File: src/rtl/pipe_ctrl.sv
// Pipeline controller: arbitrates trap/mret/branch redirects and sequences
// stalls/flushes for load-use hazards and multi-cycle LSU accesses.
module pipe_ctrl #(
    parameter int XLEN      = 64,
    parameter int STALL_MAX = 1024
) (
    input  logic            clk,
    input  logic            rst,
    input  logic            br_en_i,
    input  logic [XLEN-1:0] br_addr_i,
    input  logic            trap_req_i,
    input  logic [XLEN-1:0] trap_vec_i,
    input  logic            mret_req_i,
    input  logic [XLEN-1:0] mepc_i,
    input  logic            load_use_i,
    input  logic            mem_busy_i,
    output logic            pc_jump_en_o,
    output logic [XLEN-1:0] pc_jump_addr_o,
    output logic            pc_stall_en_o,
    output logic            if_id_stall_o,
    output logic            id_ex_stall_o,
    output logic            ex_mem_stall_o,
    output logic            if_id_flush_o,
    output logic            id_ex_flush_o,
    output logic            trap_commit_o,
    output logic            hang_o
);
    localparam int CW = $clog2(STALL_MAX + 1);

    typedef enum logic [1:0] {RUN, WAIT, REDIR} state_t;

    state_t          state;
    logic            pend_valid;
    logic            pend_trap;
    logic            pend_mret;
    logic [XLEN-1:0] pend_addr;
    logic [CW-1:0]   wait_cnt;
    logic            hang;

    logic            req_valid;
    logic [XLEN-1:0] req_addr;
    logic [1:0]      req_prio;
    logic [1:0]      pend_prio;
    logic [CW-1:0]   cnt_inc;

    // Priority ranks: trap=3, mret=2, branch=1, none=0.
    always_comb begin
        req_valid = trap_req_i | mret_req_i | br_en_i;
        req_addr  = '0;
        req_prio  = 2'd0;
        if (trap_req_i) begin
            req_addr = trap_vec_i;
            req_prio = 2'd3;
        end else if (mret_req_i) begin
            req_addr = mepc_i;
            req_prio = 2'd2;
        end else if (br_en_i) begin
            req_addr = br_addr_i;
            req_prio = 2'd1;
        end
        pend_prio = pend_trap ? 2'd3 : pend_mret ? 2'd2 : pend_valid ? 2'd1 : 2'd0;
        cnt_inc   = (wait_cnt == CW'(STALL_MAX)) ? wait_cnt : wait_cnt + 1'b1;
    end

    always_ff @(posedge clk) begin
        if (!rst) begin
            state      <= RUN;
            pend_valid <= 1'b0;
            pend_trap  <= 1'b0;
            pend_mret  <= 1'b0;
            pend_addr  <= '0;
            wait_cnt   <= '0;
            hang       <= 1'b0;
        end else begin
            case (state)
                RUN: begin
                    if (mem_busy_i) begin
                        pend_valid <= req_valid;
                        pend_trap  <= trap_req_i;
                        pend_mret  <= ~trap_req_i & mret_req_i;
                        pend_addr  <= req_addr;
                        state      <= WAIT;
                    end
                end
                WAIT: begin
                    if (req_prio > pend_prio) begin
                        pend_valid <= 1'b1;
                        pend_trap  <= trap_req_i;
                        pend_mret  <= ~trap_req_i & mret_req_i;
                        pend_addr  <= req_addr;
                    end
                    wait_cnt <= cnt_inc;
                    if (cnt_inc == CW'(STALL_MAX))
                        hang <= 1'b1;
                    // A redirect landing in the exit cycle is latched above, so replay it too.
                    if (!mem_busy_i) begin
                        if (pend_valid || req_valid) begin
                            state <= REDIR;
                        end else begin
                            state    <= RUN;
                            wait_cnt <= '0;
                        end
                    end
                end
                REDIR: begin
                    pend_valid <= 1'b0;
                    pend_trap  <= 1'b0;
                    pend_mret  <= 1'b0;
                    pend_addr  <= '0;
                    wait_cnt   <= '0;
                    state      <= RUN;
                end
                default: state <= RUN;
            endcase
        end
    end

    always_comb begin
        pc_jump_en_o   = 1'b0;
        pc_jump_addr_o = '0;
        pc_stall_en_o  = 1'b0;
        if_id_stall_o  = 1'b0;
        id_ex_stall_o  = 1'b0;
        ex_mem_stall_o = 1'b0;
        if_id_flush_o  = 1'b0;
        id_ex_flush_o  = 1'b0;
        trap_commit_o  = 1'b0;
        hang_o         = rst & hang;
        if (rst) begin
            case (state)
                RUN: begin
                    if (mem_busy_i) begin
                        pc_stall_en_o  = 1'b1;
                        if_id_stall_o  = 1'b1;
                        id_ex_stall_o  = 1'b1;
                        ex_mem_stall_o = 1'b1;
                    end else if (req_valid) begin
                        pc_jump_en_o   = 1'b1;
                        pc_jump_addr_o = req_addr;
                        if_id_flush_o  = 1'b1;
                        id_ex_flush_o  = 1'b1;
                        trap_commit_o  = trap_req_i;
                    end else if (load_use_i) begin
                        pc_stall_en_o  = 1'b1;
                        if_id_stall_o  = 1'b1;
                        id_ex_flush_o  = 1'b1;
                    end
                end
                WAIT: begin
                    pc_stall_en_o  = 1'b1;
                    if_id_stall_o  = 1'b1;
                    id_ex_stall_o  = 1'b1;
                    ex_mem_stall_o = 1'b1;
                end
                REDIR: begin
                    pc_jump_en_o   = 1'b1;
                    pc_jump_addr_o = pend_addr;
                    if_id_flush_o  = 1'b1;
                    id_ex_flush_o  = 1'b1;
                    trap_commit_o  = pend_trap;
                end
                default: ;
            endcase
        end
    end
endmodule
File: config.mk
export PLATFORM = sky130hd
export DESIGN_NAME = pipe_ctrl
export DESIGN_NICKNAME = d
export VERILOG_FILES = /design/src/rtl/pipe_ctrl.sv
export SDC_FILE = /design/constraint.sdc
export NUM_CORES = 1
export LEC_CHECK = 0
export ABC_AREA = 1
export CAP_MARGIN = 20
export CORE_MARGIN = 2
export CORE_UTILIZATION = 45
export DETAILED_ROUTE_END_ITERATION = 12
export DONT_BUFFER_PORTS = 1
export MAX_ROUTING_LAYER = met4
export PLACE_DENSITY_LB_ADDON = 0.25
export REMOVE_ABC_BUFFERS = 1
export SLEW_MARGIN = 20
export SYNTH_ARGS = -nofsm -noshare
export SYNTH_HDL_FRONTEND = slang
export SYNTH_SLANG_ARGS = --single-unit
export TNS_END_PERCENT = 1
File: constraint.sdc
create_clock -name clk -period 2.1 [get_ports clk]
set_input_delay 0.525 -clock clk [delete_from_list [all_inputs] [get_ports clk]]
set_output_delay 0.525 -clock clk [all_outputs]
set_load 0.01 [all_outputs]
# Word-level counts from Yosys, hierarchy flattened
# Cells that the tools add are included.
# W data, S select, Z words.
[word_totals]
regBits = 81
latchBits = 0
ramBits = 0
rom_bits = 0
inputBits = 199
output_inout_bits = 73
elab_cells = 81
mem_count = 0
[classes]
add_sub_neg = 1
multipliers = 0
n_div = 0
order_cmp = 1
eq_ne = 7
shifts = 0
mux = 53
bitwise_logic = 5
reduce_logical = 7
[ops]
columns = ["cell", "count"]
rows = [
  ["$mux W64", 8],
  ["$pmux W64 S3", 1],
  ["$pmux W64 S2", 1],
  ["$mux W11", 3],
  ["$mux W1", 23],
  ["$eq A11 B11 Y1 const B", 2],
  ["$pmux W11 S2", 1],
  ["$mux W2", 7],
  ["$add A11 B1 Y11 const B", 1],
  ["$pmux W1 S2", 5],
  ["$pmux W1 S3", 3],
  ["$ne A2 B2 Y1 const B", 3],
  ["$pmux W2 S2", 1],
  ["$reduce_and A2 Y1", 2],
  ["$reduce_and A3 Y1", 1],
  ["$reduce_bool A3 Y1", 1],
  ["$and A1 B1 Y1", 2],
  ["$eq A2 B1 Y1 const B", 1],
  ["$eq A2 B2 Y1 const B", 1],
  ["$gt A2 B2 Y1", 1],
  ["$logic_not A2 Y1", 1],
  ["$or A1 B1 Y1", 2],
  ["$reduce_bool A2 Y1", 1],
  ["$logic_or A1 B1 Y1", 1],
  ["$not A1 Y1", 1],
]

# Depth between registers and ports, before layout
# Gate-level depths: netlist of the first run.
[depth]
depth_word = 7
mapped_depth = 15

# Worst setup path after synthesis of the first run
# OpenSTA, ideal clock, no wires.
[synth_timing]
path_kind = "in2out"
startpoint = "input port rst"
endpoint = "output port pc_stall_en_o"
arrival_ns = 1.605
required_ns = 1.575
path_slack_ns = -0.030
path_stages = 4
cell_sequence = "buf_2 > nand3_1 > o311ai_0 > buf_4"
[synth_via]
elab_chain_len = 1
[synth_rtl]
columns = ["item", "line_no", "source"]
rows = [
  ["from (decl)", "8", "input logic rst,"],
  ["$mux W1", "-", ""],
  ["to (decl)", "19", "output logic pc_stall_en_o,"],
]
# No other way between the ends.

# Final worst setup path of the first run
[layout_timing]
startpoint = "register state[1]"
endpoint = "output port pc_jump_addr_o[13]"
[layout_via]
elab_chain_len = 3
[layout_rtl]
columns = ["item", "line_no", "source"]
rows = [
  ["from (decl)", "32", "state_t state;"],
  ["from (signal assigned)", "67", "state <= RUN;"],
  ["from (signal assigned)", "82", "state <= WAIT;"],
  ["from (signal assigned)", "98", "state <= REDIR;"],
  ["$eq A2 B2 Y1 / $logic_not A2 Y1 (equally long branches)", "130", "case (state)"],
  ["$pmux W64 S2 (*)", "130", ""],
  ["$mux W64 (*)", "129", "if (rst) begin"],
  ["to (decl)", "18", "output logic [XLEN-1:0] pc_jump_addr_o,"],
]
# Every way passes the cells marked *; elsewhere a longest branch is shown, timed or not.

==> impl_results.md, run 1 <==
* Critical path arrival at 1.85 ns
* Overall power at 6.02 mW
* Cts bufs inserted at 9
* Max-Cap Viols at 0
* CP Class: flop to output pin
* Synthesized flop and latch total at 81
* Vias per cell at 5.55
* Share of layout cells above drive strength 1 at 27.6%
* Clock Latency Late Sink at 0.34 ns
* Cell taking the most area after synthesis: dfxtp_1
* Die area at 0.0162 mm^2
* Avg Inst Size Synth at 6.50 um^2
* Ys Warns at 0
* Pleak at 3.28 nW
* Post-DP HPWL at 14,700 um
* Clk root buf: clkbuf_16
* Worst R2R Start: state[0]
* Status: finished with violations
* Sink Count at 81
* Slew margin rel. at 73.6%
* Sequential area share after synthesis at 23.7%
* CTS clk-pin slew, worst paths at 0.06 ns
* Core area at 0.0150 mm^2
* Crit. End Element: output pin
* Min-delay src: rst
* Die Wd at 127 um
* Die Y at 127 um
* First-pass GRT wire length at 33,500 um
* Required time of the critical path at 1.57 ns
* Port buffer count at 0
* CTS tree: yes
* Worst slew pin tran at 0.395 ns
* Fin crit period at 2.38 ns
* Antenna violations before repair at 6
* Clock buffer depth at 2
* FP Rows at 45
* Final wirelength at 21,400 um
* Max-slew violations at 0
* Synth Flop Type: dfxtp_1
* Via count of the first global-routing pass at 6,530
* Setup-failing EPs final at 67
* Mapped cell area at 0.00683 mm^2
* Routability cong. at 0.916
* Part of the cycle the worst path needs at 113%
* Initial core utilization at 45.5%
* Final setup margin at -0.280 ns
* Fmax at 420 MHz
* Max VDD drop at 353 uV
* Synth-to-Final Area Change at 22.1%
* Power Dens Cells at 721 mW/mm^2
* Critical Path Start: state[1]
* DRC viols at 0
* CP startpoint kind: flop
* Pre-CTS WS at 0.00546 ns
* Total gr overflow at 0
* Number of DRC markers in iteration 0 at 410
* Mapped Cells at 1,052
* Worst-path maximum fanout at 17
* Unrepaired setup endpoints after global routing: yes
* Failing checks: setup timing
* Fillers at 1,505
* DRT Pass-1 Iters at 5
* Final Hold Vio Count at 0
* Min-delay worst type: primary input to flop
* Yosys top cell area share at 23.7%
* Largest net degree at the start of global routing at 73
* Post-synth EDFFs at 0
* CTS HTree Levels at 3
* Synth unique cells at 32
* Routed vias at 7,066
* Net total in the final layout at 1,282
* Post-DRT Antenna Nets at 0
* Num ports at 272
* Synth async-reset ratio at 0%
* Total Routing Usage GR at 26.6%
* Drt wl/cell at 16.8 um
* Final Skew at 0.00579 ns
* Top post-synthesis cells by area: dfxtp_1 24%, nand2_1 17%, nand3_2 7.5%
-- area by class of cell --
cell class	instances	area [um^2]	share of cell area (%)
clock buffer	13	250	3.00
clock inverter	3	40.0	0.480
tap	188	235	2.82
multi-input combinational	796	4830	57.9
sequential	81	1620	19.5
timing repair buffer	96	1000	12.0
antenna	6	15.0	0.180
inverter	91	345	4.14
-- per-stage QoR --
step	hold WS (ns)	TNS [ns]	cells	cell area [um^2]	utilization, %
finish	0.302	-14.66	1274	8340	55.5
global route	0.309	-20.24	1274	8340	55.5
CTS	0.295	-13.72	1262	8170	54.3
detailed placement	0.443	0	1237	7340	48.8
global placement	0.433	0	1237	7340	48.8
floorplan	0.417	-208.48	968	6310	-
-- worst max-delay path, stage by stage, from the launching register on --
cell and delay (ns):
dfxtp_2 0.32, inv_2 0.07, ha_4 0.14, inv_2 0.04, nor2_4 0.09, inv_2 0.05, nor2_4 0.11, buf_4 0.13
buf_12 0.15, buf_4 0.13, nand3_2 0.08, a21oi_4 0.19
-- what timing repair did --
action                     in CTS  in global routing
setup endpoints to repair      70                 70
pin swaps                       5                  5
cloned                          3                  0
resized for setup              65                 16
hold buffers                    0                  0
buffers inserted                6                  6
-- cells in the final DEF (no fill, tap or decap), types with 6 or more instances in the layout --
cell type    n
nand2_1    316
nor2_1      88
inv_1       81
dfxtp_1     80
buf_4       73
a31oi_1     64
a22oi_1     64
or2_2       52
nand3_2     48
a21oi_4     43
nand3_1     32
a21oi_2     19
a21oi_1     18
buf_12      17
or2_1       12
clkbuf_16    9
inv_2        8
o21ai_0      8
diode_2      6
-- where the power goes --
part           internal, mW  switching, mW  total, mW
logic                  1.04           1.45       2.48
registers              1.80          0.136       1.94
clock network         0.952          0.641       1.59
-- sequential cells by signal, summed over array words and instances (netlist names) --
register,flops
pend_mret,1
hang,1
wait_cnt,11
state,2
pend_trap,1
pend_valid,1
pend_addr,64
-- layer usage --
| metal | global-route usage, % | part of all wire (%) | routed length [um] |
|---|---|---|---|
| met4 | 9.44 | 2.0 | 436 |
| met1 | 30.7 | 41 | 8710 |
| met3 | 4.40 | 5.4 | 1150 |
| met2 | 46.7 | 52 | 11100 |
| met5 | - | 0 | 0 |
-- cell usage after synthesis, types with 2 or more instances --
master    count
buf_12        6
o21ai_0       8
xor2_1        2
inv_1        84
buf_4         5
nand2_1     316
or2_2        52
buf_2        30
dfxtp_1      81
clkbuf_1     29
ha_1          8
nand3_1      34
a21oi_2      50
nand3_2      51
nor2_1       89
or2_1        12
nor2_4        3
a31oi_1      64
a21oi_1      30
buf_6         7
a22oi_1      64
nor3_1        3
buf_1         7
nand4_1       3
inv_2         7
-- cell families (layout without fill, tap and decap cells) --
kind of cell	after synthesis	after routing	synth area share (%)
and+or+nand+nor	565	565	39.2
AOI/OAI and AO/OA	221	221	22.7
buffers and inverters	175	203	12.6
DFF	81	81	23.7
adders and majority gates	8	8	1.46
xor gates and xnor gates	2	2	0.256
other	0	6	0
-- worst paths after layout --
check | depth (start not counted) | end | slack (ns)
worst max-delay path | 11 | pc_jump_addr_o[13] | -0.28
worst min-delay path | 2 | pend_addr[32] | 0.30
worst max register to register | 9 | wait_cnt[2] | 0.26
worst min register to register | 2 | hang | 0.45
Note: power is estimated with default switching activity, not from simulation.
==> run 2: changes to the inputs <==
HOLD_SLACK_MARGIN = 0.02   (was default)
clock period = 2.58 ns   (was 2.1 ns; I/O delays follow)
==> run 2 against run 1 <==
Effect of this change:
- the flow now finishes without violations
- design area shrank 6.6%
- routed wire length shrank 3.7%
- via count shrank 3.8%
- global-route usage shrank 1.8 points
- power shrank 20%
- clock skew shrank 0.0019 ns
- non-clock buffer count shrank 69
- critical path depth shrank 1
- utilization shrank 3.7 points
- hold slack gained 0.12 ns
- critical path type unchanged
- highest routed layer unchanged
==> impl_results.md, run 2 (synthesized netlist as in run 1, its figures left out) <==
* Layout Utilization at 51.8%
* Finished Cell Area at 0.00779 mm^2
* Routability cong. at 0.878
* CTS HTree Levels at 3
* Net total in the final layout at 1,213
* Post-DRT Antenna Nets at 0
* Final Hold Vio Count at 0
* Synth-to-Final Area Change at 14.0%
* Max reg flops at 64
* Required time of the critical path at 1.93 ns
* Setup-failing EPs final at 0
* FP Rows at 45
* Final wirelength at 20,700 um
* DRT Pass-1 Iters at 5
* Slew margin rel. at 70.2%
* Largest net degree at the start of global routing at 92
* Final non-filler cell total at 1,199
* Worst slew pin tran at 0.447 ns
* Port buffer count at 0
* CTS tree: yes
* Num ports at 272
* Max-slew violations at 0
* Biggest regs: pend_addr (64), wait_cnt (11), state (2)
* Most common cell after layout, fill and taps aside: nand2_1
* DP Area at 0.00685 mm^2
* Clock buffer depth at 2
* Hold Buf Count CTS at 0
* Via count of the first global-routing pass at 6,026
* Fmax at 394 MHz
* CP Class: flop to output pin
* Biggest register: pend_addr
* DRC viols at 0
* Die Wd at 127 um
* Placed insts at 1,175
* Commonest non-fill, non-tap cells in the layout: 316 x nand2_1, 88 x nor2_1, 81 x inv_1, 79 x dfxtp_1
* Clock Latency Late Sink at 0.34 ns
* Core area at 0.0150 mm^2
* Max-Cap Viols at 0
* Cts bufs inserted at 9
* Die Y at 127 um
* Critical path arrival at 1.90 ns
* Crit. End Element: output pin
* Overall power at 4.82 mW
* Power Dens Cells at 620 mW/mm^2
* Clk root buf: clkbuf_16
* Total Routing Usage GR at 24.8%
* Pleak at 2.94 nW
* Max VDD drop at 320 uV
* Post-DP HPWL at 13,600 um
* Unrepaired setup endpoints after global routing: yes
* Die area at 0.0162 mm^2
* First-pass GRT wire length at 31,400 um
* Initial core utilization at 45.5%
* Part of the cycle the worst path needs at 98.5%
* Worst-path maximum fanout at 8
* Vias per cell at 5.67
* Drt wl/cell at 17.2 um
* Routed vias at 6,795
* Final Skew at 0.00386 ns
* Share of layout cells above drive strength 1 at 22.9%
* Sink Count at 81
* Min-delay worst type: primary input to flop
* CTS clk-pin slew, worst paths at 0.06 ns
* CP startpoint kind: flop
* Total gr overflow at 0
* Setup TNS at 0 ns
* Antenna violations before repair at 1
* Fin crit period at 2.54 ns
* Number of DRC markers in iteration 0 at 366
* Status: finished clean
-- run 2: cell types whose count changed in the layout (fill, tap and decap cells not counted), moves of 2 or more --
cell | previous run | this run
a21oi_4 | 43 | 46
diode_2 | 6 | 1
nand3_2 | 48 | 54
a21oi_1 | 18 | 16
buf_6 | 3 | 0
nand3_4 | 5 | 0
buf_4 | 73 | 9
buf_12 | 17 | 11
clkbuf_16 | 9 | 12
-- run 2: area by class of cell --
type | count | area [um^2]
fillers | 1504 | 7250
multi-input cells | 796 | 4790
flip-flops and latches | 81 | 1630
repair buffers | 27 | 473
inverters | 91 | 348
clock buffers | 12 | 246
well taps | 188 | 235
clock inverters | 3 | 65.1
diodes | 1 | 2.50
-- run 2: repair_timing --
action                     4_1_cts  5_1_grt
pin swaps                        2        4
setup endpoints to repair       67       66
cloned                           2        3
gates resized for setup         25       53
buffers inserted                 3        1
-- run 2: where the power goes --
part           total [mW]  switching [mW]  internal (mW)
clock                1.38           0.511          0.868
combinational        1.86            1.15          0.709
sequential           1.58           0.114           1.47
-- run 2: metrics by stage --
step / hold slack, ns / worst slack [ns]
2_1_floorplan: 0.417 / -1.30
3_3_place_gp: 0.436 / 0.208
3_5_place_dp: 0.439 / 0.184
4_1_cts: 0.416 / -0.0169
5_1_grt: 0.427 / -0.0338
6_report: 0.422 / 0.0397
-- run 2: critical path, cell delays in order (launching register included) --
cell       delay [ns]
dfxtp_4          0.36
inv_4            0.07
ha_4             0.14
inv_2            0.04
nor2_4           0.10
inv_2            0.05
nor2_4           0.10
buf_12           0.19
clkbuf_16        0.19
nand3_2          0.10
a21oi_4          0.20
-- run 2: final timing paths --
path                  start            endpoint  slack [ns]  cells past startpoint
setup / recovery   state[0]  pc_jump_addr_o[17]        0.04                     10
hold / removal          rst       pend_addr[29]        0.42                      2
setup reg to reg  pend_mret       pend_addr[56]        0.64                     11
hold reg to reg        hang                hang        0.45                      2
-- run 2: metal layers --
layer	vias up	global-route usage [%]	share of wire, %	wire, um
met1	3128	30.9	42	8750
li1	3385	-	-	-
met5	-	-	0	0
met2	251	42.5	51	10500
met3	31	3.18	5.0	1030
met4	0	6.59	1.6	323
==> run 3: changes to the inputs <==
MAX_ROUTING_LAYER = default   (was met4)
==> run 3 against run 2 <==
Effect of this change:
- sequential power hardly changed
- non-clock buffer count did not move
- cell count unchanged
- combinational power hardly changed
- sequential share of layout area unchanged
- sequential cell count stayed put
- via count fell by 0.71%
- die area stayed put
- largest cell class unchanged
==> impl_results.md, run 3 (synthesized netlist as in run 1, its figures left out) <==
* Status: finished clean
* Worst R2R Start: pend_mret
* Critical path arrival at 1.89 ns
* Die area at 0.0162 mm^2
* Max reg flops at 64
* Crit. End Element: output pin
* Drt wl/cell at 17.2 um
* DRC viols at 0
* Share of layout cells above drive strength 1 at 22.9%
* Initial core utilization at 45.5%
* Fmax at 394 MHz
* FP Rows at 45
* Via count of the first global-routing pass at 6,011
* Power Dens Cells at 620 mW/mm^2
* Commonest non-fill, non-tap cells in the layout: 316 x nand2_1, 88 x nor2_1, 81 x inv_1, 79 x dfxtp_1
* Final Skew at 0.00463 ns
* Die Y at 127 um
* Final wirelength at 20,700 um
* Net total in the final layout at 1,213
* Clk root buf: clkbuf_16
* Setup-failing EPs final at 0
* R2r setup slk at 0.65 ns
* Synth-to-Final Area Change at 14.0%
* Pre-CTS WS at 0.184 ns
* Routed vias at 6,747
* CTS clk-pin slew, worst paths at 0.06 ns
* Worst r2r dst: pend_addr[56]
* Worst R2R Path Depth at 11
* Vias per cell at 5.63
* Min-delay worst type: primary input to flop
* Core area at 0.0150 mm^2
* Required time of the critical path at 1.93 ns
* Num ports at 272
* DRT Pass-1 Iters at 7
* Post-DP HPWL at 13,600 um
* First-pass GRT wire length at 31,500 um
* Part of the cycle the worst path needs at 98.3%
* Max-Cap Viols at 0
* Biggest regs: pend_addr (64), wait_cnt (11), state (2)
* Hold Buf Count CTS at 0
* CP startpoint kind: flop
* Hold Crit Endpoint: pend_addr[29]
* Max VDD drop at 318 uV
* Overall power at 4.83 mW
* Clock buffer depth at 2
* Antenna violations before repair at 1
* Hold path cells at 2
* Final setup margin at 0.0446 ns
* Fin crit period at 2.54 ns
* Max-slew violations at 0
* Hold_ws at 0.421 ns
* Fillers at 1,503
* Sink Count at 81
* CTS HTree Levels at 3
* Die Wd at 127 um
* Worst-path maximum fanout at 8
* Routability cong. at 0.864
* Final Hold Vio Count at 0
* Clock Latency Late Sink at 0.34 ns
* Min-delay src: rst
* Cts bufs inserted at 9
* Pleak at 2.94 nW
* Port buffer count at 0
* Register area at 0.00163 mm^2
* Most common cell after layout, fill and taps aside: nand2_1
* Setup TNS at 0 ns
* Number of DRC markers in iteration 0 at 368
* Worst slew pin tran at 0.448 ns
* Unrepaired setup endpoints after global routing: yes
* Biggest register: pend_addr
* Largest net degree at the start of global routing at 92
* Multi-input logic area at 0.00479 mm^2
* CTS tree: yes
* Total gr overflow at 0
* CP Class: flop to output pin
* Post-DRT Antenna Nets at 0
* Slew margin rel. at 70.1%
* Total Routing Usage GR at 24.1%
==> run 3: critical path, stage by stage, from the launching register on <==
cell       delay, ns
dfxtp_4         0.36
inv_4           0.07
ha_4            0.14
inv_2           0.04
nor2_4          0.10
inv_2           0.05
nor2_4          0.10
buf_12          0.19
clkbuf_16       0.19
nand3_1         0.10
a21oi_2         0.20
==> run 3: where the power goes <==
part	switching, mW	total [mW]	internal [mW]
clock	0.511	1.38	0.868
sequential	0.114	1.58	1.47
combinational	1.15	1.86	0.709
==> run 3: repair_timing <==
action / in CTS / in global routing
gates resized for setup: 25 / 53
cloned: 2 / 3
setup endpoints to repair: 67 / 66
hold endpoints to repair: 0 / 0
setup buffers: 3 / 1
pin swaps: 2 / 4
==> run 3: worst max-delay path by stage <==
| stage | cells past startpoint | slack (ns) | end | startpoint |
|---|---|---|---|---|
| after global placement | 9 | 0.21 | pc_jump_addr_o[17] | state[0] |
| after global routing | 10 | -0.04 | pc_jump_addr_o[62] | state[0] |
| final | 10 | 0.04 | pc_jump_addr_o[62] | state[0] |
| after floorplan | 10 | -1.30 | pend_trap | trap_req_i |
| after CTS | 10 | -0.02 | pc_jump_addr_o[37] | state[0] |
| after detailed placement | 9 | 0.18 | pc_jump_addr_o[0] | state[0] |
==> run 3: cell type report <==
cell class,instances,share of cell area [%]
repair buffers,27,6.07
inverters,91,4.47
flip-flops and latches,81,20.9
clock buffers,12,3.17
well taps,188,3.02
multi-input cells,796,61.5
clock inverters,3,0.836
diodes,1,0.0321
==> run 3: metal layers <==
metal	vias to the layer above	GRT usage, %	routed length [um]
met3	25	3.69	995
met1	3108	30.7	8790
met4	0	6.40	272
met5	-	0	0
met2	231	42.6	10600
li1	3383	-	-
==> run 3: through the flow <==
stage / cell area, um^2 / util [%] / cells
CTS: 7410 / 49.3 / 1195
finish: 7790 / 51.8 / 1199
global route: 7790 / 51.8 / 1199
detailed placement: 6850 / 45.6 / 1175
floorplan: 6310 / - / 968
global placement: 6850 / 45.6 / 1175
